`config.mk`:
```
export PLATFORM = sky130hd
export DESIGN_NAME = cic3_row_readout_sched
export DESIGN_NICKNAME = d
export VERILOG_FILES = /design/src/rtl/cic3_row_readout_sched.sv
export SDC_FILE = /design/constraint.sdc
export NUM_CORES = 2
export LEC_CHECK = 0
export ABC_AREA = 1
export BUFFER_PORTS_ARGS = -buffer_cell sky130_fd_sc_hd__buf_2
export CAP_MARGIN = 25
export CELL_PAD_IN_SITES_DETAIL_PLACEMENT = 0
export CELL_PAD_IN_SITES_GLOBAL_PLACEMENT = 1
export CORE_MARGIN = 10
export CORE_UTILIZATION = 30
export DETAILED_ROUTE_END_ITERATION = 10
export GPL_ROUTABILITY_DRIVEN = 0
export GPL_TIMING_DRIVEN = 1
export PLACE_DENSITY = 0.69
export SLEW_MARGIN = 0
export SYNTH_ARGS = -nofsm -noshare
export SYNTH_HDL_FRONTEND = slang
export SYNTH_SLANG_ARGS = --single-unit
```
`constraint.sdc`:
```
create_clock -name clk -period 24.5 [get_ports clk]
set_input_delay 4.9 -clock clk [delete_from_list [all_inputs] [get_ports clk]]
set_output_delay 4.9 -clock clk [all_outputs]
set_load 0.02 [all_outputs]
```
`src/rtl/cic3_row_readout_sched.sv`:
```
// -----------------------------------------------------------------------------
// cic3_row_readout_sched
//
// Readout scheduler for one 2x12 CIC3 filter row (24 channels, 25-bit outputs).
// Each rising edge of the row's divided clock marks a new decimated output.
// The block waits a programmable settle interval, snapshots every filter output
// and the channel enable mask in a single cycle, then streams the enabled
// channels out, lowest index first, over a valid/ready interface. A new edge
// that arrives while a frame is still in flight is dropped and flagged as a
// sticky overrun.
//
// Ports:
//   clk          filter high-speed clock, the only clock of the block
//   reset        synchronous, active-high reset
//   div_clk      row divided clock (generated from clk, already synchronous)
//   filt_out     flattened filter outputs, channel k at [(k+1)*DW-1:k*DW]
//   chan_en      channel enable mask, bit k enables channel k
//   settle_cyc   clk cycles to wait after a div_clk rise before the snapshot
//   out_valid    output word valid
//   out_ready    downstream accepts the word
//   out_data     snapshotted filter value
//   out_chan     channel index of out_data
//   out_last     last enabled channel of the frame
//   busy         high whenever the scheduler is not idle
//   overrun      sticky flag, set when a frame is dropped
//   frame_cnt    number of frames snapshotted, wraps at 2^16
//   clr_overrun  synchronous clear of overrun (wins over a simultaneous set)
// -----------------------------------------------------------------------------
module cic3_row_readout_sched #(
   parameter int NUM_CH   = 24,
   parameter int DW       = 25,
   parameter int SETTLE_W = 4
) (
   input  logic                   clk,
   input  logic                   reset,
   input  logic                   div_clk,
   input  logic [NUM_CH*DW-1:0]   filt_out,
   input  logic [NUM_CH-1:0]      chan_en,
   input  logic [SETTLE_W-1:0]    settle_cyc,
   output logic                   out_valid,
   input  logic                   out_ready,
   output logic [DW-1:0]          out_data,
   output logic [4:0]             out_chan,
   output logic                   out_last,
   output logic                   busy,
   output logic                   overrun,
   output logic [15:0]            frame_cnt,
   input  logic                   clr_overrun
);

   typedef enum logic [1:0] {
      IDLE    = 2'd0,
      SETTLE  = 2'd1,
      CAPTURE = 2'd2,
      SCAN    = 2'd3
   } state_t;

   // Lowest set bit of mask at or above index start (0 when none).
   function automatic logic [4:0] first_set(input logic [NUM_CH-1:0] mask,
                                            input logic [5:0]        start);
      logic [4:0] idx;
      idx = 5'd0;
      for (int i = NUM_CH - 1; i >= 0; i--) begin
         idx = (mask[i] && (i >= int'(start))) ? 5'(i) : idx;
      end
      return idx;
   endfunction

   // True when no bit of mask is set strictly above index idx.
   function automatic logic none_above(input logic [NUM_CH-1:0] mask,
                                       input logic [4:0]        idx);
      logic hit;
      hit = 1'b0;
      for (int i = 0; i < NUM_CH; i++) begin
         hit = hit | (mask[i] & (i > int'(idx)));
      end
      return ~hit;
   endfunction

   state_t               state_r;
   state_t               next_state_s;
   logic                 div_clk_d_r;
   logic                 rise_s;
   logic                 accept_s;
   logic [SETTLE_W-1:0]  cnt_r;
   logic [SETTLE_W-1:0]  cnt_nxt_s;
   logic [DW-1:0]        snap_r [NUM_CH];
   logic [NUM_CH-1:0]    en_latched_r;

   logic                 out_valid_r, out_valid_nxt_s;
   logic [DW-1:0]        out_data_r,  out_data_nxt_s;
   logic [4:0]           out_chan_r,  out_chan_nxt_s;
   logic                 out_last_r,  out_last_nxt_s;
   logic                 busy_r,      busy_nxt_s;
   logic                 overrun_r,   overrun_nxt_s;
   logic [15:0]          frame_cnt_r, frame_cnt_nxt_s;

   // Candidate words: first word of a new capture, and next word of a scan.
   logic [4:0]           cap_idx_s, nxt_idx_s;
   logic                 cap_last_s, nxt_last_s;
   logic [DW-1:0]        cap_data_s, nxt_data_s;

   assign rise_s   = div_clk & ~div_clk_d_r;
   assign accept_s = out_valid_r & out_ready;

   assign out_valid = out_valid_r;
   assign out_data  = out_data_r;
   assign out_chan  = out_chan_r;
   assign out_last  = out_last_r;
   assign busy      = busy_r;
   assign overrun   = overrun_r;
   assign frame_cnt = frame_cnt_r;

   // State register.
   always_ff @(posedge clk) begin
      if (reset) begin
         state_r <= IDLE;
      end else begin
         state_r <= next_state_s;
      end
   end

   // Next-state logic. The CAPTURE decision looks at chan_en directly because
   // that is the value being latched into en_latched on this very edge.
   always_comb begin
      next_state_s = state_r;
      case (state_r)
         IDLE: begin
            if (rise_s) begin
               next_state_s = (settle_cyc == {SETTLE_W{1'b0}}) ? CAPTURE : SETTLE;
            end else begin
               next_state_s = IDLE;
            end
         end
         SETTLE: begin
            if (cnt_r <= SETTLE_W'(1)) begin
               next_state_s = CAPTURE;
            end else begin
               next_state_s = SETTLE;
            end
         end
         CAPTURE: begin
            if (chan_en == {NUM_CH{1'b0}}) begin
               next_state_s = IDLE;
            end else begin
               next_state_s = SCAN;
            end
         end
         SCAN: begin
            if (accept_s && out_last_r) begin
               next_state_s = IDLE;
            end else begin
               next_state_s = SCAN;
            end
         end
         default: next_state_s = IDLE;
      endcase
   end

   // Priority search for the first word of a capture and the next word of a scan.
   always_comb begin
      cap_idx_s  = first_set(chan_en, 6'd0);
      cap_last_s = none_above(chan_en, cap_idx_s);
      nxt_idx_s  = first_set(en_latched_r, {1'b0, out_chan_r} + 6'd1);
      nxt_last_s = none_above(en_latched_r, nxt_idx_s);
      cap_data_s = {DW{1'b0}};
      nxt_data_s = {DW{1'b0}};
      for (int k = 0; k < NUM_CH; k++) begin
         cap_data_s = (5'(k) == cap_idx_s) ? filt_out[k*DW +: DW] : cap_data_s;
         nxt_data_s = (5'(k) == nxt_idx_s) ? snap_r[k] : nxt_data_s;
      end
   end

   // Output logic: next values of every registered output and the settle counter.
   always_comb begin
      out_valid_nxt_s = (next_state_s == SCAN);
      busy_nxt_s      = (next_state_s != IDLE);
      out_data_nxt_s  = out_data_r;
      out_chan_nxt_s  = out_chan_r;
      out_last_nxt_s  = out_last_r;
      cnt_nxt_s       = cnt_r;
      case (state_r)
         IDLE: begin
            if (rise_s) begin
               cnt_nxt_s = settle_cyc;
            end else begin
               cnt_nxt_s = cnt_r;
            end
         end
         SETTLE: begin
            cnt_nxt_s = cnt_r - SETTLE_W'(1);
         end
         CAPTURE: begin
            if (next_state_s == SCAN) begin
               out_data_nxt_s = cap_data_s;
               out_chan_nxt_s = cap_idx_s;
               out_last_nxt_s = cap_last_s;
            end else begin
               out_data_nxt_s = {DW{1'b0}};
               out_chan_nxt_s = 5'd0;
               out_last_nxt_s = 1'b0;
            end
         end
         SCAN: begin
            if (accept_s && !out_last_r) begin
               out_data_nxt_s = nxt_data_s;
               out_chan_nxt_s = nxt_idx_s;
               out_last_nxt_s = nxt_last_s;
            end else if (accept_s) begin
               out_data_nxt_s = {DW{1'b0}};
               out_chan_nxt_s = 5'd0;
               out_last_nxt_s = 1'b0;
            end else begin
               // Stalled: hold the presented word.
               out_data_nxt_s = out_data_r;
               out_chan_nxt_s = out_chan_r;
               out_last_nxt_s = out_last_r;
            end
         end
         default: begin
            cnt_nxt_s = cnt_r;
         end
      endcase

      if (state_r == CAPTURE) begin
         frame_cnt_nxt_s = frame_cnt_r + 16'd1;
      end else begin
         frame_cnt_nxt_s = frame_cnt_r;
      end

      // Any rise outside IDLE (including the cycle a frame ends) drops a frame.
      if (clr_overrun) begin
         overrun_nxt_s = 1'b0;
      end else if (rise_s && (state_r != IDLE)) begin
         overrun_nxt_s = 1'b1;
      end else begin
         overrun_nxt_s = overrun_r;
      end
   end

   // Datapath registers: edge flop, snapshot, enable latch and outputs.
   always_ff @(posedge clk) begin
      if (reset) begin
         div_clk_d_r  <= 1'b1;
         cnt_r        <= {SETTLE_W{1'b0}};
         en_latched_r <= {NUM_CH{1'b0}};
         for (int k = 0; k < NUM_CH; k++) begin
            snap_r[k] <= {DW{1'b0}};
         end
         out_valid_r  <= 1'b0;
         out_data_r   <= {DW{1'b0}};
         out_chan_r   <= 5'd0;
         out_last_r   <= 1'b0;
         busy_r       <= 1'b0;
         overrun_r    <= 1'b0;
         frame_cnt_r  <= 16'd0;
      end else begin
         div_clk_d_r <= div_clk;
         cnt_r       <= cnt_nxt_s;
         if (state_r == CAPTURE) begin
            en_latched_r <= chan_en;
            for (int k = 0; k < NUM_CH; k++) begin
               snap_r[k] <= filt_out[k*DW +: DW];
            end
         end else begin
            en_latched_r <= en_latched_r;
         end
         out_valid_r <= out_valid_nxt_s;
         out_data_r  <= out_data_nxt_s;
         out_chan_r  <= out_chan_nxt_s;
         out_last_r  <= out_last_nxt_s;
         busy_r      <= busy_nxt_s;
         overrun_r   <= overrun_nxt_s;
         frame_cnt_r <= frame_cnt_nxt_s;
      end
   end

endmodule
```
======== Word-level counts from Yosys, hierarchy flattened ========
Memory sizes are Yosys's and may differ from the RTL's.
Cells that the tools add are included.
word-level totals
  memory bits (writable) .................. 600
  flip-flop bits (word level) ............. 81
  output and inout port bits .............. 50
  bits of input ports ..................... 633
  memories kept ........................... 1
memory list
  memory  words  width  read ports  clocked after Yosys merged registers in  wr ports  RTL line  RTL
  snap_r  24     25     24          0                                        24        87        logic [DW-1:0] snap_r [NUM_CH];
operators by class
  add/sub/neg operators ................... 3
  $lt $le $gt $ge ......................... 71
  reduce and logical (&&, ||, !) cells .... 40
  equal/unequal tests ..................... 52
  bitwise operators ....................... 119
  multiplexer cells ....................... 145
operators by type and width
  operator               number
  $mux 25                75
  $mux 5                 51
  $eq 4x5->1 const A     16
  $eq 5x5->1 const A     16
  $gt 4x5->1 const A     16
  $gt 5x5->1 const A     16
  $or 1x1->1             68
  $pmux 25 s2            1
  $and 1x1->1            48
  $ge 4x6->1 const A     8
  $ge 5x6->1 const A     8
  $eq 3x5->1 const A     8
  $gt 3x5->1 const A     8
  $logic_and 1x1->1      27
  $ge 3x6->1 const A     4
  $logic_not 24->1       1
  $eq 2x5->1 const A     4
  $gt 2x5->1 const A     4
  $add 16x1->16 const B  1
  $ge 1x6->1 const A     2
  $ge 2x6->1 const A     2
  $eq 1x5->1 const A     2
  $gt 1x5->1 const A     2
  $logic_not 5->1        2
  other kinds (21)       40

======== Depth between registers and ports, before layout ========
  word-level depth ........................ 54
  depth in mapped cells ................... 48
  mapped depth without buffers ............ 47

======== Worst setup path before layout ========
No wires, ideal clock.
  path type ............................... input-to-reg
  start point ............................. input port reset
  end point ............................... memory snap_r[0][0], enable pin
  data required time ...................... 23.298 ns
  data arrival time ....................... 21.689 ns
  stages .................................. 4
  path slack .............................. 1.609 ns
  path buffers ............................ 2
  path through ............................ clkbuf_1 inv_1 nand2_1 clkbuf_1
RTL lines
  what                RTL line  RTL
  start: declaration  35        input logic reset,
  end: declaration    87

======== Final worst setup path ========
  start point ............................. input port chan_en[23]
  end point ............................... register out_data_r[12] (netlist: out_data[12])
between the ends
  cells in the longest elaborated chain, start to end .. 51
  elaborated cells between the ends (all ways) .. 78
RTL lines
  what                    RTL line  RTL
  start: declaration      38        input logic [NUM_CH-1:0] chan_en,
  $mux 5 (24 in series)   64        idx = (mask[i] && (i >= int'(start))) ? 5'(i) : idx;
  $logic_not 5->1         169       cap_data_s = (5'(k) == cap_idx_s) ? filt_out[k*DW +: DW] : cap_data_s;
  $mux 25 (24 in series)  169
  $mux 25 *               194       if (next_state_s == SCAN) begin
  $pmux 25 s2 *           182       case (state_r)
  end signal: assignment  251       out_data_r <= {DW{1'b0}};
  end signal: assignment  269       out_data_r <= out_data_nxt_s;
  end: declaration        91        logic [DW-1:0] out_data_r, out_data_nxt_s;
Mark *: on every way between the ends. The rest lies on a longest branch, timed or not.
A chain may end at the register's enable or synchronous reset.

==> metrics.txt <==
Via density 4.96; Port Buffer Count 682; Hold Worst Slack 0.477 ns; area share of the largest cell type after synthesis 0.484; total power 4.07 mW; Area after DPL 42500 sq um; All-Layer GR Usage 0.245; Hold Crit Endpoint frame_cnt[15]; Async S/R FF share, synth 0; pre-CTS setup slack 14.31 ns; cts repair resizes 0; first-pass GRT wire length 245000 um; post-synth cell types 48; Tcrit/Tclk final 0.383; CTS tree yes; Mapped Cells 4759; Mapped Nets 5398; 1st-pass router iterations 6; Root Buffer clkbuf_16; Buffers & Inverters on Critical Path 4; Final #Nets 6021; Synth Area in Adders 0.00201; Clk network pwr share 0.314; max_slew headroom 0.228; CTS Buf Count 84; # IOs 683; dpl hpwl 134000 um; antenna-violating nets left 0; Finished Layout Cells 7134; Sw Pwr 1.60 mW; number of global-route vias before repair 33600; Critical Path Start chan_en[23]; Area Overhead vs Synth 22.0%; switch share 0.394; initial antenna violation count 146; pwr/cell area 89.6 nW/um^2; ratio of cells with drive above 1 in the final layout 0.177; post-route cell area 45400 sq um; syn avg cell area 7.83 sq um; max incr delay on CP 0.78 ns; Critical Path RT 25.05 ns; #FFs+latches synth 681; Die H 372 um; flop-to-flop setup slack 17.87 ns; Synth area leaders edfxtp_1 48%, nand2_1 9.7%, inv_1 9.6%; delay-heaviest family, CP simple AND/OR/NAND/NOR gates; post-synthesis sequential area ratio 0.527; synthesized cell area 37300 sq um; postcts setup bufs 0; DR vias 35400; Final Util 0.368; WL per Instance 24.9 um; post-synthesis compound-gate area fraction 0.0778; core area 123000 sq um; Max Freq 107 MHz; Post-synth EDFFs 600; Yosys top cell by area edfxtp_1; # Max-Cap Violations 0; Clock Path Buffers 3; combinational family with the most area after synthesis simple AND/OR/NAND/NOR gates; Reg-to-Reg Start out_chan[0]; final setup TNS 0 ns; RSZ-0062 raised after global routing no; Post-Synth Simple-Gate Area 0.270; row count 129; DRT iter0 DRCs 4147; Gate power share 0.333; clk slew on worst S/H paths 0.06 ns; xor/xnor share of the synthesized area 0; Clk Latency, worst-skew pair 0.67 ns; Worst Skew 0.0294 ns; pin count of the biggest net entering global routing 198; worst min path class flip-flop to flip-flop; CTS H-tree lvls 3; Leak Pwr 20.9 nW; mux cell area share after synthesis 0; final setup vio count 0; Setup CP Type primary input to flip-flop; post-route setup slack 15.11 ns; fillcell total 13200; die area 139000 sq um; Starting Density 0.302; Sequential Power Share 0.353; synth warn 0; global route total overflow 0; VDD IR max 0.000104 V; total internal power 2.47 mW; Chip Width 372 um; Synth Flop Type edfxtp_1; Register-to-Register Path Depth 45; Detailed Route WL 178000 um; Sink Count 681; hold-critical path depth 2; Crit. End Element flip-flop; slowest stage cell, crit path clkinv_1; Fin. Hold Viols 0; startpoint types primary input; run status complete, no violations; # DRC 0; Slew Viols, Final 0; worst slew pin tran 1.16 ns; Tmin final 9.39 ns; most frequent CP cell nand2_1; Reg-to-Reg End out_data[11]; DP Cell Count 6931; Hold Buf Count CTS 0; Max Fanout on Critical Path 43; Crit path arrival time 9.93 ns; hold path start frame_cnt[15]
-- synthesized netlist by cell type, types with 8 or more instances --
master and instances:
a211oi_1 8, o21ai_0 219, a221oi_1 9, or2_1 30
inv_1 953, a31oi_1 8, o22ai_1 36, nand2_1 958
or2_2 19, edfxtp_1 600, o2111ai_1 23, nand3_1 138
o221ai_1 19, clkbuf_1 172, a21oi_1 171, inv_2 16
nor2_1 891, dfxtp_1 81, buf_2 27, nor2_2 8
nand4_1 245, nor3_1 35
-- state kept, by name, summed over array words and instances (netlist names) --
| name | cells |
|---|---|
| snap_r | 600 |
| out_data | 25 |
| en_latched_r | 24 |
| frame_cnt | 16 |
| out_chan | 5 |
| cnt_r | 4 |
| state_r | 2 |
| busy | 1 |
| div_clk_d_r | 1 |
| out_last | 1 |
| out_valid | 1 |
| overrun | 1 |
-- area by class of cell --
class                   count  area (sq um)  area share
well taps                1637          2050      0.0451
inverters                 978          3680      0.0811
diodes                     49           123     0.00270
repair buffers            750          4030      0.0887
multi-input cells        2887         13200       0.290
clock buffers             104          2210      0.0486
clock inverters            48           534      0.0118
flip-flops and latches    681         19600       0.432
-- placed cells by master, fill, tap and decap left out, drive strengths merged --
master / netlist / layout
nor2: 904 / 904
nor3: 42 / 42
o211ai: 7 / 7
inv: 971 / 976
edfxtp: 600 / 600
or2: 53 / 53
nor4: 7 / 7
o21ai: 226 / 226
o221a: 1 / 1
o41ai: 2 / 2
nand3b: 2 / 2
a21oi: 171 / 171
o22ai: 36 / 36
nand4: 245 / 245
a221oi: 9 / 9
bufinv: 0 / 9
a22oi: 1 / 1
clkinvlp: 0 / 2
diode: 0 / 49
clkbuf: 173 / 104
a211oi: 8 / 8
buf: 40 / 750
nand3: 140 / 140
nor3b: 2 / 2
o31ai: 5 / 5
ha: 6 / 6
o2111ai: 23 / 23
o221ai: 19 / 19
a31oi: 8 / 8
dfxtp: 81 / 81
nand2: 970 / 970
clkinv: 7 / 39
-- power groups by stage --
stage	Combinational (mW)	Sequential [mW]	Clock, mW
floorplan	0.721	1.53	0
global placement	1.36	1.46	0
detailed placement	1.37	1.46	0
CTS	1.37	1.44	1.30
global route	1.46	1.45	1.34
finish	1.36	1.44	1.28
-- worst max-delay path by stage --
stage / endpoint / slack, ns / cells past startpoint
floorplan: snap_r[0][0] / 1.61 / 4
global placement: out_data[12] / 14.30 / 36
detailed placement: out_data[12] / 14.31 / 36
CTS: out_data[12] / 15.02 / 36
global route: out_data[12] / 14.59 / 36
finish: out_data[12] / 15.11 / 36
-- logic make-up after synthesis --
family          count (synthesis)
simple gates                 2365
buf+inv                      1191
flops                         681
compound gates                516
fa+ha+maj                       6
-- worst register-to-register path: cells and delay by family (launching register included) --
family | cells | cell delay (ns)
flops | 1 | 0.53
simple gates | 40 | 4.78
compound gates | 2 | 0.24
buf+inv | 2 | 0.60
fa+ha+maj | 1 | 0.39
-- layer usage --
layer  global-route usage  vias up  wire, um
li1                     -    16500         -
met3               0.0923      416     20900
met4               0.0867      144      6200
met2                0.400     1626     83300
met5                    0        -       875
met1                0.293    16600     66300
No activity file was read; power rests on OpenSTA's default activity.
